==> src/rtl/bp_me_cfg_cmd_arbiter_if.sv <==
// Command/response bundle between the config command arbiter, its requesters and the IO network.
// The master modport is the arbiter's view; slave is the surrounding environment.
interface bp_me_cfg_cmd_arbiter_if #(
    parameter int num_req_p   = 2,
    parameter int msg_width_p = 128
);
    logic [num_req_p*msg_width_p-1:0] req_cmd_i;
    logic [num_req_p-1:0]             req_cmd_v_i;
    logic [num_req_p-1:0]             req_cmd_yumi_o;
    logic [msg_width_p-1:0]           io_cmd_o;
    logic                             io_cmd_v_o;
    logic                             io_cmd_yumi_i;
    logic [msg_width_p-1:0]           io_resp_i;
    logic                             io_resp_v_i;
    logic                             io_resp_ready_o;
    logic [msg_width_p-1:0]           req_resp_o;
    logic [num_req_p-1:0]             req_resp_v_o;
    logic [num_req_p-1:0]             req_resp_ready_i;

    modport master (
        input  req_cmd_i, req_cmd_v_i, io_cmd_yumi_i, io_resp_i, io_resp_v_i, req_resp_ready_i,
        output req_cmd_yumi_o, io_cmd_o, io_cmd_v_o, io_resp_ready_o, req_resp_o, req_resp_v_o
    );

    modport slave (
        output req_cmd_i, req_cmd_v_i, io_cmd_yumi_i, io_resp_i, io_resp_v_i, req_resp_ready_i,
        input  req_cmd_yumi_o, io_cmd_o, io_cmd_v_o, io_resp_ready_o, req_resp_o, req_resp_v_o
    );
endinterface

==> src/rtl/bp_me_cfg_cmd_arbiter.sv <==
// Round-robin arbiter funnelling requester commands onto one credited IO channel and
// routing in-order responses back to the issuing requester through an ID FIFO.
module bp_me_cfg_cmd_arbiter #(
    parameter int num_req_p     = 2,
    parameter int msg_width_p   = 128,
    parameter int max_credits_p = 8
) (
    input  logic                           clk_i,
    input  logic                           reset_i,
    input  logic                           drain_i,
    output logic                           idle_o,
    output logic                           err_o,
    bp_me_cfg_cmd_arbiter_if.master        bus
);
    localparam int id_w   = (num_req_p > 1) ? $clog2(num_req_p) : 1;
    localparam int ptr_w  = $clog2(max_credits_p);
    localparam int cred_w = $clog2(max_credits_p + 1);

    typedef enum logic [1:0] {
        ST_IDLE  = 2'd0,
        ST_SEND  = 2'd1,
        ST_DRAIN = 2'd2
    } state_e;

    state_e                 state_r, state_nxt_s;
    logic [id_w-1:0]        grant_r, grant_nxt_s, last_grant_r;
    logic [cred_w-1:0]      credits_r;
    logic [ptr_w-1:0]       wr_ptr_r, rd_ptr_r;
    logic [id_w-1:0]        id_mem_r [max_credits_p];
    logic                   err_r;
    logic [msg_width_p-1:0] cmd_slice_s [num_req_p];
    logic [id_w-1:0]        rr_idx_s, rr_winner_s, head_id_s;
    logic                   rr_found_s, cmd_fire_s, cred_full_s, cred_empty_s;
    logic                   resp_ready_s, push_s, pop_s;

    for (genvar g = 0; g < num_req_p; g++) begin : g_slice
        assign cmd_slice_s[g] = bus.req_cmd_i[g*msg_width_p +: msg_width_p];
    end

    assign cmd_fire_s   = (state_r == ST_SEND) & bus.io_cmd_yumi_i;
    assign cred_full_s  = (credits_r == cred_w'(max_credits_p));
    assign cred_empty_s = (credits_r == {cred_w{1'b0}});
    assign head_id_s    = id_mem_r[rd_ptr_r];
    assign push_s       = cmd_fire_s;
    // The ID FIFO occupancy always equals the credit count, so empty is credits==0.
    assign pop_s        = bus.io_resp_v_i & resp_ready_s & ~cred_empty_s;

    assign bus.io_cmd_v_o      = (state_r == ST_SEND);
    assign bus.io_cmd_o        = cmd_slice_s[grant_r];
    assign bus.req_resp_o      = bus.io_resp_i;
    assign bus.io_resp_ready_o = resp_ready_s;
    assign idle_o              = (state_r != ST_SEND) & cred_empty_s;
    assign err_o               = err_r;

    // Round-robin search starting one past the last granted requester.
    always_comb begin
        rr_found_s  = 1'b0;
        rr_winner_s = {id_w{1'b0}};
        rr_idx_s    = {id_w{1'b0}};
        for (int i = 1; i <= num_req_p; i++) begin
            rr_idx_s = id_w'((int'(last_grant_r) + i) % num_req_p);
            if (!rr_found_s && bus.req_cmd_v_i[rr_idx_s]) begin
                rr_found_s  = 1'b1;
                rr_winner_s = rr_idx_s;
            end else begin
                rr_found_s  = rr_found_s;
            end
        end
    end

    // Next-state and grant selection.
    always_comb begin
        state_nxt_s = state_r;
        grant_nxt_s = grant_r;
        case (state_r)
            ST_IDLE: begin
                if (drain_i) begin
                    state_nxt_s = ST_DRAIN;
                end else if (!cred_full_s && rr_found_s) begin
                    state_nxt_s = ST_SEND;
                    grant_nxt_s = rr_winner_s;
                end else begin
                    state_nxt_s = ST_IDLE;
                end
            end
            ST_SEND: begin
                if (cmd_fire_s) begin
                    state_nxt_s = ST_IDLE;
                end else begin
                    state_nxt_s = ST_SEND;
                end
            end
            ST_DRAIN: begin
                if (!drain_i && cred_empty_s) begin
                    state_nxt_s = ST_IDLE;
                end else begin
                    state_nxt_s = ST_DRAIN;
                end
            end
            default: state_nxt_s = ST_IDLE;
        endcase
    end

    // Command consume strobe and response steering to the FIFO head.
    always_comb begin
        bus.req_cmd_yumi_o = {num_req_p{1'b0}};
        bus.req_resp_v_o   = {num_req_p{1'b0}};
        resp_ready_s       = 1'b1;
        if (cmd_fire_s) begin
            bus.req_cmd_yumi_o[grant_r] = 1'b1;
        end else begin
            bus.req_cmd_yumi_o = {num_req_p{1'b0}};
        end
        if (!cred_empty_s) begin
            bus.req_resp_v_o[head_id_s] = bus.io_resp_v_i;
            resp_ready_s                = bus.req_resp_ready_i[head_id_s];
        end else begin
            resp_ready_s                = 1'b1;
        end
    end

    // Control state: FSM, grant history, credits, FIFO pointers and sticky error.
    always_ff @(posedge clk_i or posedge reset_i) begin
        if (reset_i) begin
            state_r      <= ST_IDLE;
            grant_r      <= {id_w{1'b0}};
            last_grant_r <= id_w'(num_req_p - 1);
            credits_r    <= {cred_w{1'b0}};
            wr_ptr_r     <= {ptr_w{1'b0}};
            rd_ptr_r     <= {ptr_w{1'b0}};
            err_r        <= 1'b0;
        end else begin
            state_r <= state_nxt_s;
            grant_r <= grant_nxt_s;
            if (cmd_fire_s) begin
                last_grant_r <= grant_r;
            end
            case ({push_s, pop_s})
                2'b10:   credits_r <= credits_r + cred_w'(1);
                2'b01:   credits_r <= credits_r - cred_w'(1);
                default: credits_r <= credits_r;
            endcase
            if (push_s) begin
                wr_ptr_r <= wr_ptr_r + ptr_w'(1);
            end
            if (pop_s) begin
                rd_ptr_r <= rd_ptr_r + ptr_w'(1);
            end
            err_r <= err_r | (bus.io_resp_v_i & cred_empty_s);
        end
    end

    // ID storage carries no reset; validity is tracked by the pointers and credit count.
    always_ff @(posedge clk_i) begin
        if (push_s) begin
            id_mem_r[wr_ptr_r] <= grant_r;
        end
    end
endmodule

==> src/flat_wrapper.sv <==
// flat-port wrapper written by rule: the top's interface ports become plain ports
module bp_me_cfg_cmd_arbiter_flat 
#(
    parameter int num_req_p     = 2,
    parameter int msg_width_p   = 128,
    parameter int max_credits_p = 8
)
  (clk_i, reset_i, drain_i, idle_o, err_o, bus_req_cmd_i, bus_req_cmd_v_i, bus_io_cmd_yumi_i, bus_io_resp_i, bus_io_resp_v_i, bus_req_resp_ready_i, bus_req_cmd_yumi_o, bus_io_cmd_o, bus_io_cmd_v_o, bus_io_resp_ready_o, bus_req_resp_o, bus_req_resp_v_o);
  bp_me_cfg_cmd_arbiter_if #(.num_req_p(num_req_p), .msg_width_p(msg_width_p)) bus_i ();
  input  logic clk_i;
  input  logic reset_i;
  input  logic drain_i;
  output logic idle_o;
  output logic err_o;
  input wire logic [$bits(bus_i.req_cmd_i)-1:0] bus_req_cmd_i;
  input wire logic [$bits(bus_i.req_cmd_v_i)-1:0] bus_req_cmd_v_i;
  input wire logic [$bits(bus_i.io_cmd_yumi_i)-1:0] bus_io_cmd_yumi_i;
  input wire logic [$bits(bus_i.io_resp_i)-1:0] bus_io_resp_i;
  input wire logic [$bits(bus_i.io_resp_v_i)-1:0] bus_io_resp_v_i;
  input wire logic [$bits(bus_i.req_resp_ready_i)-1:0] bus_req_resp_ready_i;
  output wire logic [$bits(bus_i.req_cmd_yumi_o)-1:0] bus_req_cmd_yumi_o;
  output wire logic [$bits(bus_i.io_cmd_o)-1:0] bus_io_cmd_o;
  output wire logic [$bits(bus_i.io_cmd_v_o)-1:0] bus_io_cmd_v_o;
  output wire logic [$bits(bus_i.io_resp_ready_o)-1:0] bus_io_resp_ready_o;
  output wire logic [$bits(bus_i.req_resp_o)-1:0] bus_req_resp_o;
  output wire logic [$bits(bus_i.req_resp_v_o)-1:0] bus_req_resp_v_o;
  assign bus_i.req_cmd_i = bus_req_cmd_i;
  assign bus_i.req_cmd_v_i = bus_req_cmd_v_i;
  assign bus_i.io_cmd_yumi_i = bus_io_cmd_yumi_i;
  assign bus_i.io_resp_i = bus_io_resp_i;
  assign bus_i.io_resp_v_i = bus_io_resp_v_i;
  assign bus_i.req_resp_ready_i = bus_req_resp_ready_i;
  assign bus_req_cmd_yumi_o = bus_i.req_cmd_yumi_o;
  assign bus_io_cmd_o = bus_i.io_cmd_o;
  assign bus_io_cmd_v_o = bus_i.io_cmd_v_o;
  assign bus_io_resp_ready_o = bus_i.io_resp_ready_o;
  assign bus_req_resp_o = bus_i.req_resp_o;
  assign bus_req_resp_v_o = bus_i.req_resp_v_o;
  bp_me_cfg_cmd_arbiter #(.num_req_p(num_req_p), .msg_width_p(msg_width_p), .max_credits_p(max_credits_p)) u_core (.clk_i(clk_i), .reset_i(reset_i), .drain_i(drain_i), .idle_o(idle_o), .err_o(err_o), .bus(bus_i));
endmodule
==> config.mk <==
export PLATFORM = sky130hd
export DESIGN_NAME = bp_me_cfg_cmd_arbiter_flat
export DESIGN_NICKNAME = d
export VERILOG_FILES = /design/src/rtl/bp_me_cfg_cmd_arbiter_if.sv /design/src/rtl/bp_me_cfg_cmd_arbiter.sv /design/src/flat_wrapper.sv
export SDC_FILE = /design/constraint.sdc
export NUM_CORES = 1
export LEC_CHECK = 0
export BUFFER_PORTS_ARGS = -buffer_cell sky130_fd_sc_hd__buf_2
export CORE_AREA = 2 2 255 257
export DETAILED_ROUTE_END_ITERATION = 8
export DIE_AREA = 0 0 257 259
export SYNTH_ARGS = -nofsm -noshare
export SYNTH_HDL_FRONTEND = slang
export SYNTH_SLANG_ARGS = --single-unit
export TNS_END_PERCENT = 100
==> constraint.sdc <==
create_clock -name clk_i -period 2.8 [get_ports clk_i]
set_input_delay 0.14 -clock clk_i [delete_from_list [all_inputs] [get_ports clk_i]]
set_output_delay 0.14 -clock clk_i [all_outputs]
set_load 0.1 [all_outputs]
==> results.sh <==
export IMPL_vias=3998
export IMPL_crit_path_max_incr_delay_ns=0.52
export IMPL_synth_flop_cell="dfrtp_1"
export IMPL_rr_startpoint="u_core.rd_ptr_r[0]"
export IMPL_layout_min_cycle_time_ns=2.644
export IMPL_post_dp_cell_area_um2=5763
export IMPL_start_kind="register"
export IMPL_cp_max_fo=3
export IMPL_routed_wl_um=26360
export IMPL_synth_seq_area_share_pct=17.05
export IMPL_drc_errors=0
export IMPL_drt_wirelength_per_cell_um=17.52
export IMPL_cap_viol_max_count=0
export IMPL_synthTopCellsByArea="mux2_2, buf_4, dfrtp_1, edfxtp_1, ha_1"
export IMPL_io_pins=657
export IMPL_fill_cells=7433
export IMPL_cts_tree="done"
export IMPL_yosysUniqueCellTypes=31
export IMPL_leakagePower_nw=2.665
export IMPL_hp_start="drain_i"
export IMPL_finalSetupViolCount=0
export IMPL_setup_tns_ns=0
export IMPL_slew_headroom_pct=46.60
export IMPL_place_inst=1489
export IMPL_yosys_area_top_type="mux2_2"
export IMPL_seq_area_um2=620.6
export IMPL_clock_path_buffers=2
export IMPL_grt_total_usage_pct=7.185
export IMPL_drt_iter0_markers=171
export IMPL_powerDensity_nw_per_um2=1389
export IMPL_nets=1039
export IMPL_root_buffer="clkbuf_16"
export IMPL_gp_congestion=0.9652
export IMPL_synth_top_cell_area_share_pct=40.16
export IMPL_clkSinkCount=23
export IMPL_crit_chain="mux4_2 -> mux2_4 -> mux2i_4 -> ha_2 -> ha_1 -> a21o_1 -> a21oi_2 -> xnor2_1 -> nor2_1 -> xor2_1"
export IMPL_syn_area_um2=3617
export IMPL_rsz0062_at_grt="false"
export IMPL_dp_hpwl_um=23280
export IMPL_layout_drive_gt1_share_pct=86.70
export IMPL_max_freq_mhz=378.3
export IMPL_grt_pass1_vias=3919
export IMPL_dieArea_um2=66560
export IMPL_stdcell_area_um2=5892
export IMPL_min_path_type="in -> reg"
export IMPL_die_y_um=259
export IMPL_worstSetupStartpoint="u_core.rd_ptr_r[0]"
export IMPL_syn_to_final_growth_pct=62.88
export IMPL_htree_levels=1
export IMPL_antenna_found_initial=33
export IMPL_required_ns=2.94
export IMPL_finClkSkew_ns=0.002244
export IMPL_syn_area_per_cell_um2=9.776
export IMPL_peakVddDrop_v=0.0006849
export IMPL_worst_slew_pin_slew_ns=0.7808
export IMPL_cp_end_kind="register"
export IMPL_portBuffers=400
export IMPL_ys_seq_elements=23
export IMPL_synth_common_cells="mux2_2, buf_4, dfrtp_1"
export IMPL_coreArea_um2=63880
export IMPL_outcome="completed"
export IMPL_viasPerCell=2.656
export IMPL_worst_hold_slack_ns=0.1414
export IMPL_synthesis_nets=769
export IMPL_async_flop_share_pct=65.22
export IMPL_dieWidth_um=257
export IMPL_cp_arrival_ns=2.78
export IMPL_synth_edff_count=8
export IMPL_synth_most_common_cell="mux2_2"
export IMPL_fin_crit_sh_pct=94.41
export IMPL_overflow=0
export IMPL_dr_pass1_iters=4
export IMPL_cts_reportedPaths_clkPinSlew_ns=0.06
export IMPL_grt_max_degree=60
export IMPL_row_count=93
export IMPL_ant_nets=0
export IMPL_clk_latency_ns=0.26
export IMPL_path_class="reg -> reg"
export IMPL_multi_input_area_um2=1967
export IMPL_synth_warnings=0
export IMPL_start_util_pct=5.662
export IMPL_cts_inserted_buffers=3
export IMPL_slowest_stage="mux4_2"
export IMPL_final_hold_violation_count=0
export IMPL_grt_pass1_wl_um=32350
export IMPL_final_cells=1505
export IMPL_slew_viol_final=0
export IMPL_synthCells=370
-- per-stage QoR --
stage,setup WS (ns),total power [W],utilization (%)
after CTS,0.03890,0.008154,9.162
after detailed placement,0.04636,0.007825,9.021
final,0.1565,0.008183,9.223
after floorplan,0.05702,0.007524,-
after global routing,0.01152,0.008428,9.219
after global placement,0.03833,0.007823,9.021
-- worst max-delay path: cells and delay by family, from the launching register on --
family | cells | cell delay, ns
AO/OA/AOI/OAI | 2 | 0.31
XOR/XNOR | 2 | 0.27
adder cells (fa/ha/maj) | 2 | 0.45
flip-flops | 1 | 0.40
multiplexers | 3 | 1.03
AND/OR/NAND/NOR | 1 | 0.07
-- timing repair --
action                                  CTS  global route
setup buffers                             0             0
gates resized for setup                   0             5
hold endpoints to repair                 14             0
hold buffers                              1             0
endpoints found under the setup margin    0             1
-- cell families (layout without fill, tap and decap cells) --
logic type                 Yosys count  in the layout  share of synthesized area, %
and+or+nand+nor                     37             37                         4.566
adders and majority gates            6              6                         2.283
DFF                                 23             23                         17.05
buffers and inverters              151            420                         28.95
muxes                              136            136                         43.62
AOI/OAI and AO/OA                   10             10                         1.833
xor gates and xnor gates             7              7                         1.695
other                                0             11                             0
-- cell type report --
| class | count | share of cell area (%) |
|---|---|---|
| Clock buffer | 3 | 1.274 |
| Inverter | 6 | 0.3822 |
| Antenna cell | 11 | 0.4672 |
| Timing Repair Buffer | 410 | 35.72 |
| Clock inverter | 1 | 0.08494 |
| Sequential cell | 23 | 10.53 |
| Tap cell | 855 | 18.16 |
| Multi-Input combinational cell | 196 | 33.38 |
-- state kept, by name, indices dropped and copies added, names as in the netlist --
register	count
u_core.wr_ptr_r	3
u_core.credits_r	4
u_core.err_o	1
u_core.id_mem_r	8
u_core.grant_r	1
u_core.rd_ptr_r	3
u_core.last_grant_r	1
u_core.state_r	2
-- metal layers --
| metal | track usage (%) | vias to the layer above | part of all wire (%) |
|---|---|---|---|
| met1 | 7.363 | 1739 | 35 |
| li1 | - | 1695 | - |
| met2 | 9.456 | 495 | 40 |
| met4 | 4.328 | 6 | 5.3 |
| met5 | 1.709 | - | 0.47 |
| met3 | 6.405 | 63 | 20 |
-- layout by cell type, fill, tap and decap left out, drive strengths merged, types with 2 or more instances in the layout --
cell    synthesis  final
buf           132    409
mux2          131    131
dfrtp          14     14
nor2           12     12
diode           0     11
nand2          11     11
edfxtp          8      8
inv             6      6
nand3           5      5
ha              5      5
xnor2           4      4
xor2            3      3
o21ai           3      3
nor3            3      3
clkbuf         13      3
mux2i           3      3
a21o            2      2
mux4            2      2
nand2b          2      2
a21oi           2      2
-- final timing paths --
path	end	slack [ns]	depth (start not counted)
min in group asynchronous	u_core.rd_ptr_r[0]	0.50	3
worst min register to register	u_core.state_r[1]	0.45	1
max in group asynchronous	u_core.grant_r	1.84	3
worst min-delay path	u_core.state_r[1]	0.14	3
worst max register to register	u_core.credits_r[3]	0.16	10
worst max-delay path	u_core.credits_r[3]	0.16	10
-- report_power, final --
group,internal [W],switching (W)
logic,0.00157,0.00567
registers,0.000472,0.000163
clock network,0.000192,0.000118
(Power assumes the default switching activity.)
